### src/rtl/sprite_cluster_pipe_pkg.sv
// Shared definitions for the sprite cluster shading pipeline: attribute layout,
// register field offsets and AXI4-Lite response codes.
package sprite_cluster_pipe_pkg;

    localparam int DATA_W       = 32;
    localparam int SHORT_W      = DATA_W / 4;
    localparam int PIPE_LATENCY = 3;
    localparam int CTRL_EN_BIT  = 8;

    localparam logic [1:0] FIELD_SX   = 2'd0;
    localparam logic [1:0] FIELD_SY   = 2'd1;
    localparam logic [1:0] FIELD_TEX  = 2'd2;
    localparam logic [1:0] FIELD_CTRL = 2'd3;

    localparam logic [1:0] BRESP_OKAY   = 2'b00;
    localparam logic [1:0] BRESP_SLVERR = 2'b10;

    typedef struct packed {
        logic [DATA_W-1:0]  sx;
        logic [DATA_W-1:0]  sy;
        logic [SHORT_W-1:0] stx;
        logic [SHORT_W-1:0] sty;
        logic [SHORT_W-1:0] stw;
        logic [SHORT_W-1:0] sth;
        logic [1:0]         sh;
        logic               en;
    } sprite_attr_t;

endpackage

### src/rtl/sprite_hit_unit.sv
// Per-sprite screen-space hit test and texel address computation (purely combinational).
module sprite_hit_unit
    import sprite_cluster_pipe_pkg::*;
#(
    parameter int TEXTURE_WIDTH = 64,
    parameter int TADDR_W       = 12
) (
    input  sprite_attr_t        attr_i,
    input  logic [DATA_W-1:0]   x_i,
    input  logic [DATA_W-1:0]   y_i,
    output logic                hit_o,
    output logic [TADDR_W-1:0]  taddr_o
);

    // Extra headroom so sx + (stw << sh) can never wrap.
    localparam int CMP_W = DATA_W + 9;

    logic [CMP_W-1:0]  x_e, y_e, sx_e, sy_e, w_e, h_e;
    logic [DATA_W-1:0] dx, dy, u, v;

    always_comb begin
        x_e  = CMP_W'(x_i);
        y_e  = CMP_W'(y_i);
        sx_e = CMP_W'(attr_i.sx);
        sy_e = CMP_W'(attr_i.sy);
        w_e  = CMP_W'(attr_i.stw) << attr_i.sh;
        h_e  = CMP_W'(attr_i.sth) << attr_i.sh;

        hit_o = attr_i.en
              && (x_e >= sx_e) && (x_e < sx_e + w_e)
              && (y_e >= sy_e) && (y_e < sy_e + h_e);

        dx = (x_i - attr_i.sx) >> attr_i.sh;
        dy = (y_i - attr_i.sy) >> attr_i.sh;
        u  = DATA_W'(attr_i.stx) + dx;
        v  = DATA_W'(attr_i.sty) + dy;
        taddr_o = TADDR_W'(u + v * DATA_W'(TEXTURE_WIDTH));
    end

endmodule

### src/rtl/sprite_cluster_pipe.sv
// Sprite cluster shader: AXI4-Lite shadow/active attribute registers feeding a
// three-stage hit / select / texel-resolve pipeline.
module sprite_cluster_pipe
    import sprite_cluster_pipe_pkg::*;
#(
    parameter int CLUSTER_SIZE   = 4,
    parameter int TEXTURE_WIDTH  = 64,
    parameter int TEXTURE_HEIGHT = 64,
    parameter int ADDR_WIDTH     = 22,
    parameter int DATA_WIDTH     = DATA_W,
    parameter int COLOR_WIDTH    = 12,
    parameter logic [COLOR_WIDTH-1:0] BG_COLOR  = '1,
    parameter logic [COLOR_WIDTH-1:0] KEY_COLOR = 12'hF0F,
    localparam int TADDR_W = $clog2(TEXTURE_WIDTH * TEXTURE_HEIGHT)
) (
    input  logic                    clk_i,
    input  logic                    rst_ni,
    input  logic [ADDR_WIDTH-1:0]   awaddr_i,
    input  logic [2:0]              awprot_i,
    input  logic                    awvalid_i,
    output logic                    awready_o,
    input  logic [DATA_WIDTH-1:0]   wdata_i,
    input  logic                    wvalid_i,
    output logic                    wready_o,
    output logic [1:0]              bresp_o,
    output logic                    bvalid_o,
    input  logic                    bready_i,
    input  logic                    frame_start_i,
    input  logic                    pix_valid_i,
    input  logic [DATA_WIDTH-1:0]   x_i,
    input  logic [DATA_WIDTH-1:0]   y_i,
    output logic [TADDR_W-1:0]      taddr_o,
    input  logic [COLOR_WIDTH-1:0]  tcolor_i,
    output logic [COLOR_WIDTH-1:0]  pixel_o,
    output logic                    pixel_valid_o
);

    localparam int SIDX_W = ADDR_WIDTH - 4;

    logic [SIDX_W-1:0] wr_sprite;
    logic [1:0]        wr_field;
    logic              wr_fire, wr_in_range;
    logic              bvalid_q;
    logic [1:0]        bresp_q;
    logic              unused_axi;

    assign wr_sprite   = awaddr_i[ADDR_WIDTH-1:4];
    assign wr_field    = awaddr_i[3:2];
    assign wr_fire     = awvalid_i & wvalid_i & ~bvalid_q & rst_ni;
    assign wr_in_range = wr_sprite < SIDX_W'(CLUSTER_SIZE);
    assign awready_o   = wr_fire;
    assign wready_o    = wr_fire;
    assign bvalid_o    = bvalid_q;
    assign bresp_o     = bresp_q;
    assign unused_axi  = ^{awprot_i, awaddr_i[1:0]};

    always_ff @(posedge clk_i or negedge rst_ni) begin
        if (!rst_ni) begin
            bvalid_q <= 1'b0;
            bresp_q  <= BRESP_OKAY;
        end else if (wr_fire) begin
            bvalid_q <= 1'b1;
            bresp_q  <= wr_in_range ? BRESP_OKAY : BRESP_SLVERR;
        end else if (bready_i) begin
            bvalid_q <= 1'b0;
        end
    end

    logic [CLUSTER_SIZE-1:0] hit_c;
    logic [TADDR_W-1:0]      addr_c [CLUSTER_SIZE];

    for (genvar gi = 0; gi < CLUSTER_SIZE; gi++) begin : g_sprite
        sprite_attr_t shadow_q, active_q;

        // The copy reads the pre-write shadow, so a same-cycle write lands only in shadow.
        always_ff @(posedge clk_i or negedge rst_ni) begin
            if (!rst_ni) begin
                shadow_q <= '0;
                active_q <= '0;
            end else begin
                if (frame_start_i) active_q <= shadow_q;
                if (wr_fire && wr_in_range && wr_sprite == SIDX_W'(gi)) begin
                    case (wr_field)
                        FIELD_SX:  shadow_q.sx <= wdata_i;
                        FIELD_SY:  shadow_q.sy <= wdata_i;
                        FIELD_TEX: {shadow_q.stx, shadow_q.sty, shadow_q.stw, shadow_q.sth} <= wdata_i;
                        default: begin
                            shadow_q.en <= wdata_i[CTRL_EN_BIT];
                            shadow_q.sh <= wdata_i[1:0];
                        end
                    endcase
                end
            end
        end

        sprite_hit_unit #(
            .TEXTURE_WIDTH (TEXTURE_WIDTH),
            .TADDR_W       (TADDR_W)
        ) u_hit (
            .attr_i  (active_q),
            .x_i     (x_i),
            .y_i     (y_i),
            .hit_o   (hit_c[gi]),
            .taddr_o (addr_c[gi])
        );
    end

    logic                    valid1_q, valid2_q, valid3_q, hit2_q, hit3_q;
    logic [CLUSTER_SIZE-1:0] hit1_q;
    logic [TADDR_W-1:0]      addr1_q [CLUSTER_SIZE];
    logic [TADDR_W-1:0]      taddr_q;
    logic                    sel_hit;
    logic [TADDR_W-1:0]      sel_addr;

    // Lowest index wins; the scan runs downward so the last assignment is the lowest hit.
    always_comb begin
        sel_hit  = 1'b0;
        sel_addr = '0;
        for (int i = CLUSTER_SIZE - 1; i >= 0; i--) begin
            if (hit1_q[i]) begin
                sel_hit  = 1'b1;
                sel_addr = addr1_q[i];
            end
        end
    end

    always_ff @(posedge clk_i or negedge rst_ni) begin
        if (!rst_ni) begin
            valid1_q <= 1'b0;
            valid2_q <= 1'b0;
            valid3_q <= 1'b0;
            hit1_q   <= '0;
            hit2_q   <= 1'b0;
            hit3_q   <= 1'b0;
            taddr_q  <= '0;
            for (int i = 0; i < CLUSTER_SIZE; i++) addr1_q[i] <= '0;
        end else begin
            valid1_q <= pix_valid_i;
            hit1_q   <= hit_c;
            for (int i = 0; i < CLUSTER_SIZE; i++) addr1_q[i] <= addr_c[i];
            valid2_q <= valid1_q;
            hit2_q   <= valid1_q & sel_hit;
            if (valid1_q && sel_hit) taddr_q <= sel_addr;
            valid3_q <= valid2_q;
            hit3_q   <= hit2_q;
        end
    end

    // Texel arrives one cycle after taddr; a keyed texel shows background, never a lower sprite.
    assign taddr_o       = taddr_q;
    assign pixel_valid_o = valid3_q;
    assign pixel_o       = (valid3_q && hit3_q && tcolor_i != KEY_COLOR) ? tcolor_i : BG_COLOR;

endmodule

### config.mk
export PLATFORM = sky130hd
export DESIGN_NAME = sprite_cluster_pipe
export DESIGN_NICKNAME = d
export VERILOG_FILES = /design/src/rtl/sprite_cluster_pipe_pkg.sv /design/src/rtl/sprite_hit_unit.sv /design/src/rtl/sprite_cluster_pipe.sv
export SDC_FILE = /design/constraint.sdc
export NUM_CORES = 2
export LEC_CHECK = 0
export CORE_AREA = 2 2 297 299
export DETAILED_ROUTE_END_ITERATION = 10
export DIE_AREA = 0 0 299 301
export GPL_ROUTABILITY_DRIVEN = 0
export GPL_TIMING_DRIVEN = 0
export HOLD_SLACK_MARGIN = 0.03
export PLACE_DENSITY = 0.84
export SLEW_MARGIN = 15
export SYNTH_ARGS = -nofsm -noshare
export SYNTH_HDL_FRONTEND = slang
export SYNTH_SLANG_ARGS = --single-unit
### constraint.sdc
create_clock -name clk_i -period 8.1 [get_ports clk_i]
set_input_delay 1.215 -clock clk_i [delete_from_list [all_inputs] [get_ports clk_i]]
set_output_delay 1.215 -clock clk_i [all_outputs]
set_load 0.05 [all_outputs]
Word-level counts from Yosys, hierarchy flattened
Cells that the tools add are included.
{"block": "totals", "register_bits": 848, "inputBits": 140, "word_cells": 206}
{"block": "classes", "n_addsub": 28, "order_cmp": 17, "n_eq_ne": 6, "n_shift": 16, "muxes": 12, "n_bitwise": 6, "reduce_logical": 44}
{"cell": "32-bit by 41-bit adder with 41-bit output", "count": 8}
{"cell": "32-bit by 41-bit < comparator with 1-bit output", "count": 8}
{"cell": "8-bit by 2-bit left shift with 41-bit output", "count": 8}
{"cell": "32-bit >= comparator", "count": 8}
{"cell": "32-bit subtractor", "count": 8}
{"cell": "32-bit by 2-bit >> shifter with 12-bit output", "count": 4}
{"cell": "32-bit by 2-bit >> shifter with 6-bit output", "count": 4}
{"cell": "12-bit 2-to-1 mux", "count": 5}
{"cell": "12-bit adder", "count": 4}
{"cell": "8-bit by 12-bit adder with 12-bit output", "count": 4}
{"cell": "18-bit by 2-bit == test with 1-bit output, second input constant", "count": 2}
{"cell": "2-bit AND reduction", "count": 16}
{"cell": "6-bit adder", "count": 4}
{"cell": "1-bit logical AND", "count": 24}
{"cell": "18-bit by 1-bit == test with 1-bit output, second input constant", "count": 1}
{"cell": "18-bit logical NOT", "count": 1}
{"cell": "18-bit by 3-bit < comparator with 1-bit output, second input constant", "count": 1}
{"cell": "12-bit != test, second input constant", "count": 1}
{"cell": "1-bit 2-to-1 mux", "count": 6}
{"cell": "1-bit bitwise AND", "count": 4}
{"cell": "3-bit OR reduction", "count": 1}
{"cell": "2-bit by 1-bit == test with 1-bit output, second input constant", "count": 1}
{"cell": "2-bit == test, second input constant", "count": 1}
{"cell": "2-bit logical NOT", "count": 1}
{"cell": "3 further kinds", "count": 4}

Longest topological paths before layout
{"block": "logic_depth", "ltp_word": 6, "depth_mapped": 27, "depth_no_buf": 24}

Cells and area by module
From an unflattened synthesis, not the netlist that was laid out.
{"block": "hier_totals", "cells_unflattened": 5466, "hier_area_um2": 58979.1}
{"module": "sprite_cluster_pipe", "instances": 1, "cells_each": 1912, "area_each_um2": 32100.8, "seq_area_each_um2": 21595.7}
{"module": "sprite_hit_unit (g_sprite[3].u_hit)", "instances": 1, "cells_each": 893, "area_each_um2": 6769.0, "seq_area_each_um2": 0.0}
{"module": "sprite_hit_unit (g_sprite[1].u_hit)", "instances": 1, "cells_each": 890, "area_each_um2": 6721.4, "seq_area_each_um2": 0.0}
{"module": "sprite_hit_unit (g_sprite[0].u_hit)", "instances": 1, "cells_each": 883, "area_each_um2": 6697.7, "seq_area_each_um2": 0.0}
{"module": "sprite_hit_unit (g_sprite[2].u_hit)", "instances": 1, "cells_each": 888, "area_each_um2": 6690.2, "seq_area_each_um2": 0.0}

Least setup slack after synthesis
OpenSTA, ideal clock, no wires.
{"block": "synth_path", "path_type": "reg-to-reg", "startpoint": "register g_sprite[3].active_q[1] (netlist bit)", "endpoint": "register hit1_q[3]", "arrival_time_ns": 5.368, "setup_slack_ns": 2.638, "path_stages_with_launch": 26, "path_buffers": 4, "cell_sequence": "dfrtp_1 clkbuf_1 clkbuf_1 clkbuf_1 mux2i_1 nor2_1 ha_1 a21o_1 a21oi_1 o21bai_1 a21oi_1 o211ai_1 nand2_1 or3_1 clkbuf_1 nor4_1 xnor2_1 ha_1 a2111oi_0 o221ai_1 or2_2 a211oi_1 a31o_2 a41oi_1 a31o_2 a211oi_1"}
{"block": "synth_via", "elab_chain_cells": 6, "word_cells_on_any_way": 9, "cone_classes": "2 x add/sub; 2 x order compare; 2 x shift; 3 x reduce/logical"}
{"item": "from (decl)", "line": "sprite_cluster_pipe.sv:73", "source": "sprite_attr_t shadow_q, active_q;"}
{"item": "from (signal assigned)", "line": "sprite_cluster_pipe.sv:81", "source": "if (frame_start_i) active_q <= shadow_q;"}
{"item": "8-bit by 2-bit left shift with 41-bit output", "line": "sprite_hit_unit.sv:26", "source": "w_e = CMP_W'(attr_i.stw) << attr_i.sh;"}
{"item": "32-bit by 41-bit adder with 41-bit output", "line": "sprite_hit_unit.sv:30", "source": "&& (x_e >= sx_e) && (x_e < sx_e + w_e)"}
{"item": "32-bit by 41-bit < comparator with 1-bit output", "line": "sprite_hit_unit.sv:30"}
{"item": "1-bit logical AND", "line": "sprite_hit_unit.sv:30"}
{"item": "1-bit logical AND", "line": "sprite_hit_unit.sv:31", "source": "&& (y_e >= sy_e) && (y_e < sy_e + h_e);"}
{"item": "1-bit logical AND *", "line": "sprite_hit_unit.sv:31"}
{"item": "net g_sprite[3].u_hit.hit_o", "line": "sprite_hit_unit.sv:11", "source": "output logic hit_o,"}
{"item": "to (signal assigned)", "line": "sprite_cluster_pipe.sv:139", "source": "hit1_q <= hit_c;"}
{"item": "to (decl)", "line": "sprite_cluster_pipe.sv:109", "source": "logic [CLUSTER_SIZE-1:0] hit1_q;"}
The timed path passes the listed nets; every way through them passes the cells marked *.
A chain may end at the register's enable or synchronous reset.

Final worst setup path
Ends and elaborated chain as after synthesis.

==> out/qor.txt <==
status: finished clean
starting DRC count in detailed routing: 5406
Max IR drop VDD: 0.159 mV
static leakage: 29.0 nW
maximum net fanout on the critical path: 10
number of antenna violations at the first check in global routing: 18
Resized Gates After CTS: 0
reg-to-reg startpoint: g_sprite[3].active_q[1]$_DFFE_PN0P_
Mapped Cells: 5660
share of final-layout standard cells stronger than drive strength 1: 13.5%
CP most frequent cell: clkbuf_1
Avg Synthesized Cell Area: 10.0 sq um
Post-DP Area: 60100 sq um
worst min path class: reg -> reg
worst setup skew after layout: 0.0566 ns
number of synthesized flops with an enable pin: 0
post-layout net count: 6783
Syn. warnings: 0
via count: 47.4k
total standard cell area after synthesis: 56800 sq um
cell with the most instances after synthesis: dfrtp_1
Post-CTS Repair Setup Buffers: 0
number of cells on the worst reg-to-reg path: 25
slowest cell on the critical path: a21boi_0
critical path data required time: 8.60 ns
number of buffers inserted during clock tree synthesis: 93
cts-stage hold buffer count: 0
horizontal die dimension: 299 microns
most area-consuming cells after synthesis: dfrtp_1 37%, ha_1 15%, mux2_2 11%, xnor2_1 4.6%, o21ai_0 3.9%
top cell types by occurrence after synthesis: 847 x dfrtp_1, 688 x ha_1, 531 x mux2_2
min Tclk post-route: 7.76 ns
library cells used by synthesis: 93
via count normalized by instance count: 6.60
GRT Resource Usage Total: 39.7%
startpoint class of the critical path: flop
Pre-Repair DR Iteration Count: 7
quantity of I/O buffers inserted on ports: 160
DP HPWL: 129000 microns
top cell type's share of synthesized area: 37.3%
Setup TNS: 0 ns
Worst Hold Depth: 0
via count of the first global-routing pass: 47.7k
maximum clock insertion buffer count: 3
cell area power density: 161 nW/um^2
worst setup path endpoint: hit1_q[3]$_DFF_PN0_
unrepaired setup endpoints after global routing: no
Clock Latency Late Sink: 0.71 ns
standard-cell row count: 108
number of hold-slack violations in the final timing report: 0
max-cap viol count: 0
pin count of the biggest net entering global routing: 108
global-route wire length before repair: 272000 microns
clock tree from TritonCTS: yes
R2R Path End: hit1_q[3]$_DFF_PN0_
post-synthesis sequential area ratio: 37.3%
ys async rst share: 100%
Die Span Y: 301 microns
worst-case register-to-register setup slack: 0.34 ns
Finished Cell Area: 63500 sq um
stage delay of the slowest cell on the critical path: 0.69 ns
dominant cell type by area after synthesis: dfrtp_1
Final ANT Viol Nets: 0
Slew @ Worst Pin: 1.37 ns
signed area change from the synthesized netlist to the final layout: 11.9%
total number of clock tree sinks: 847
final worst path period share: 95.9%
number of top-level design ports: 170
DRC violations left: 0
total congestion overflow: 0
most instantiated flip-flop cell in the synthesis netlist: dfrtp_1
final number of max-transition violations: 0
effective utilization at floorplan: 65.6%
final setup violation count: 0
H-tree Lvls: 3
total nets after synthesis: 6520
CTS Root Buffer Type: clkbuf_16
wire length after detailed routing: 180000 microns
worst relative slew slack: 8.36%
crit path capture type: flop
clock slew at the register clock pins of the worst setup and hold paths: 0.06 ns
area of the core: 86500 sq um
arrival time of data at the critical path endpoint: 8.26 ns
classification of the worst setup path: reg -> reg
fmax: 129 MHz
Die Footprint: 90000 sq um
Critical Path Source: g_sprite[3].active_q[1]$_DFFE_PN0P_
average wire per cell in the routed design: 25.0 microns
post-synthesis register bit count: 847
flip-flops by register name, summed over array words and instances (netlist names):
register           flops
hit2_q                 1
hit1_q                 4
bresp_o                1
valid1_q               1
pixel_valid_o          1
g_sprite.active_q    388
bvalid_o               1
hit3_q                 1
taddr_o               12
g_sprite.shadow_q    388
addr1_q               48
valid2_q               1
cells by family (layout without fill, tap and decap cells):
group | Yosys count | count (layout) | share of synthesized area [%]
AO/OA/AOI/OAI | 1243 | 1243 | 13.3
XOR/XNOR | 369 | 369 | 5.69
adder cells (fa/ha/maj) | 720 | 720 | 16.3
buffers and inverters | 573 | 913 | 3.85
flip-flops | 847 | 847 | 37.3
multiplexers | 663 | 663 | 13.0
other | 1 | 22 | 0.00661
AND/OR/NAND/NOR | 1244 | 1244 | 10.5
stage by stage:
stage,power (mW),worst slack [ns],instances,hold WS (ns),util [%]
after floorplan,5.06,2.64,5660,0.331,-
after global placement,5.58,-31.28,6975,0.335,69.2
after detailed placement,5.62,0.696,6983,0.356,69.5
after CTS,10.2,0.639,7155,0.371,73.4
after global routing,10.5,0.0876,7158,0.376,73.4
final,10.3,0.336,7176,0.365,73.4
how the worst min path moves through the flow:
| stage | from | endpoint | slack [ns] |
|---|---|---|---|
| final | hit2_q$_DFF_PN0_ | hit3_q$_DFF_PN0_ | 0.37 |
| after global routing | valid2_q$_DFF_PN0_ | pixel_valid_o$_DFF_PN0_ | 0.38 |
| after CTS | hit2_q$_DFF_PN0_ | hit3_q$_DFF_PN0_ | 0.37 |
| after detailed placement | hit2_q$_DFF_PN0_ | hit3_q$_DFF_PN0_ | 0.36 |
| after global placement | valid2_q$_DFF_PN0_ | pixel_valid_o$_DFF_PN0_ | 0.34 |
| after floorplan | hit2_q$_DFF_PN0_ | hit3_q$_DFF_PN0_ | 0.33 |
worst max-delay path, delay by kind of cell (launching register included):
| kind | cells | cell delay [ns] |
|---|---|---|
| xor gates and xnor gates | 1 | 0.08 |
| adders and majority gates | 2 | 0.64 |
| DFF | 1 | 0.32 |
| muxes | 1 | 0.32 |
| and+or+nand+nor | 5 | 0.80 |
| buffers and inverters | 4 | 1.82 |
| AOI/OAI and AO/OA | 12 | 3.60 |
placed cells by master (no fill, tap or decap), types with 16 or more instances in the layout:
| cell type | Yosys | routed |
|---|---|---|
| a211oi_1 | 49 | 49 |
| a21o_1 | 168 | 168 |
| a21oi_1 | 318 | 318 |
| a31oi_1 | 21 | 21 |
| and3_1 | 34 | 34 |
| and4_1 | 18 | 18 |
| buf_1 | 29 | 29 |
| buf_2 | 20 | 21 |
| clkbuf_1 | 159 | 138 |
| clkbuf_16 | 0 | 93 |
| clkbuf_2 | 0 | 31 |
| clkbuf_8 | 0 | 19 |
| clkdlybuf4s50_1 | 0 | 158 |
| clkinv_2 | 0 | 18 |
| dfrtp_1 | 847 | 847 |
| diode_2 | 0 | 21 |
| fa_1 | 32 | 32 |
| ha_1 | 688 | 688 |
| inv_1 | 360 | 360 |
| mux2_2 | 531 | 531 |
| mux2i_1 | 121 | 121 |
| nand2_1 | 476 | 476 |
| nand2b_1 | 45 | 45 |
| nand3_1 | 78 | 78 |
| nand4_1 | 91 | 91 |
| nor2_1 | 239 | 239 |
| nor2b_1 | 61 | 61 |
| nor3_1 | 89 | 88 |
| nor4_1 | 35 | 35 |
| o211ai_1 | 23 | 23 |
| o21a_1 | 52 | 52 |
| o21ai_0 | 443 | 443 |
| o21bai_1 | 40 | 40 |
| or2_2 | 16 | 16 |
| xnor2_1 | 299 | 299 |
| xor2_1 | 70 | 70 |
metal layers:
metal	vias to the layer above	global-route usage (%)	part of all wire [%]	routed length, microns
met5	-	0	0.061	110
met4	16	29.8	8.5	15300
met3	827	11.3	12	21400
met2	2757	59.7	43	77000
met1	23100	48.6	37	65900
li1	20700	-	-	-
final cells by class:
cell class / instances / area, sq um
Timing Repair Buffer: 168 / 1820
Antenna cell: 21 / 52.6
Inverter: 363 / 1360
Clock inverter: 50 / 734
Buffer: 210 / 860
Sequential cell: 847 / 21200
Clock buffer: 122 / 2630
Tap cell: 1155 / 1450
Multi-Input combinational cell: 4240 / 33400
Fill cell: 5678 / 23000
power breakdown:
| part | total (mW) | internal, mW | switching, mW |
|---|---|---|---|
| clock network | 4.63 | 2.70 | 1.93 |
| logic | 1.31 | 0.456 | 0.852 |
| registers | 4.31 | 4.29 | 0.0255 |
| total | 10.3 | 7.45 | 2.81 |
No activity file was read; power rests on OpenSTA's default activity.
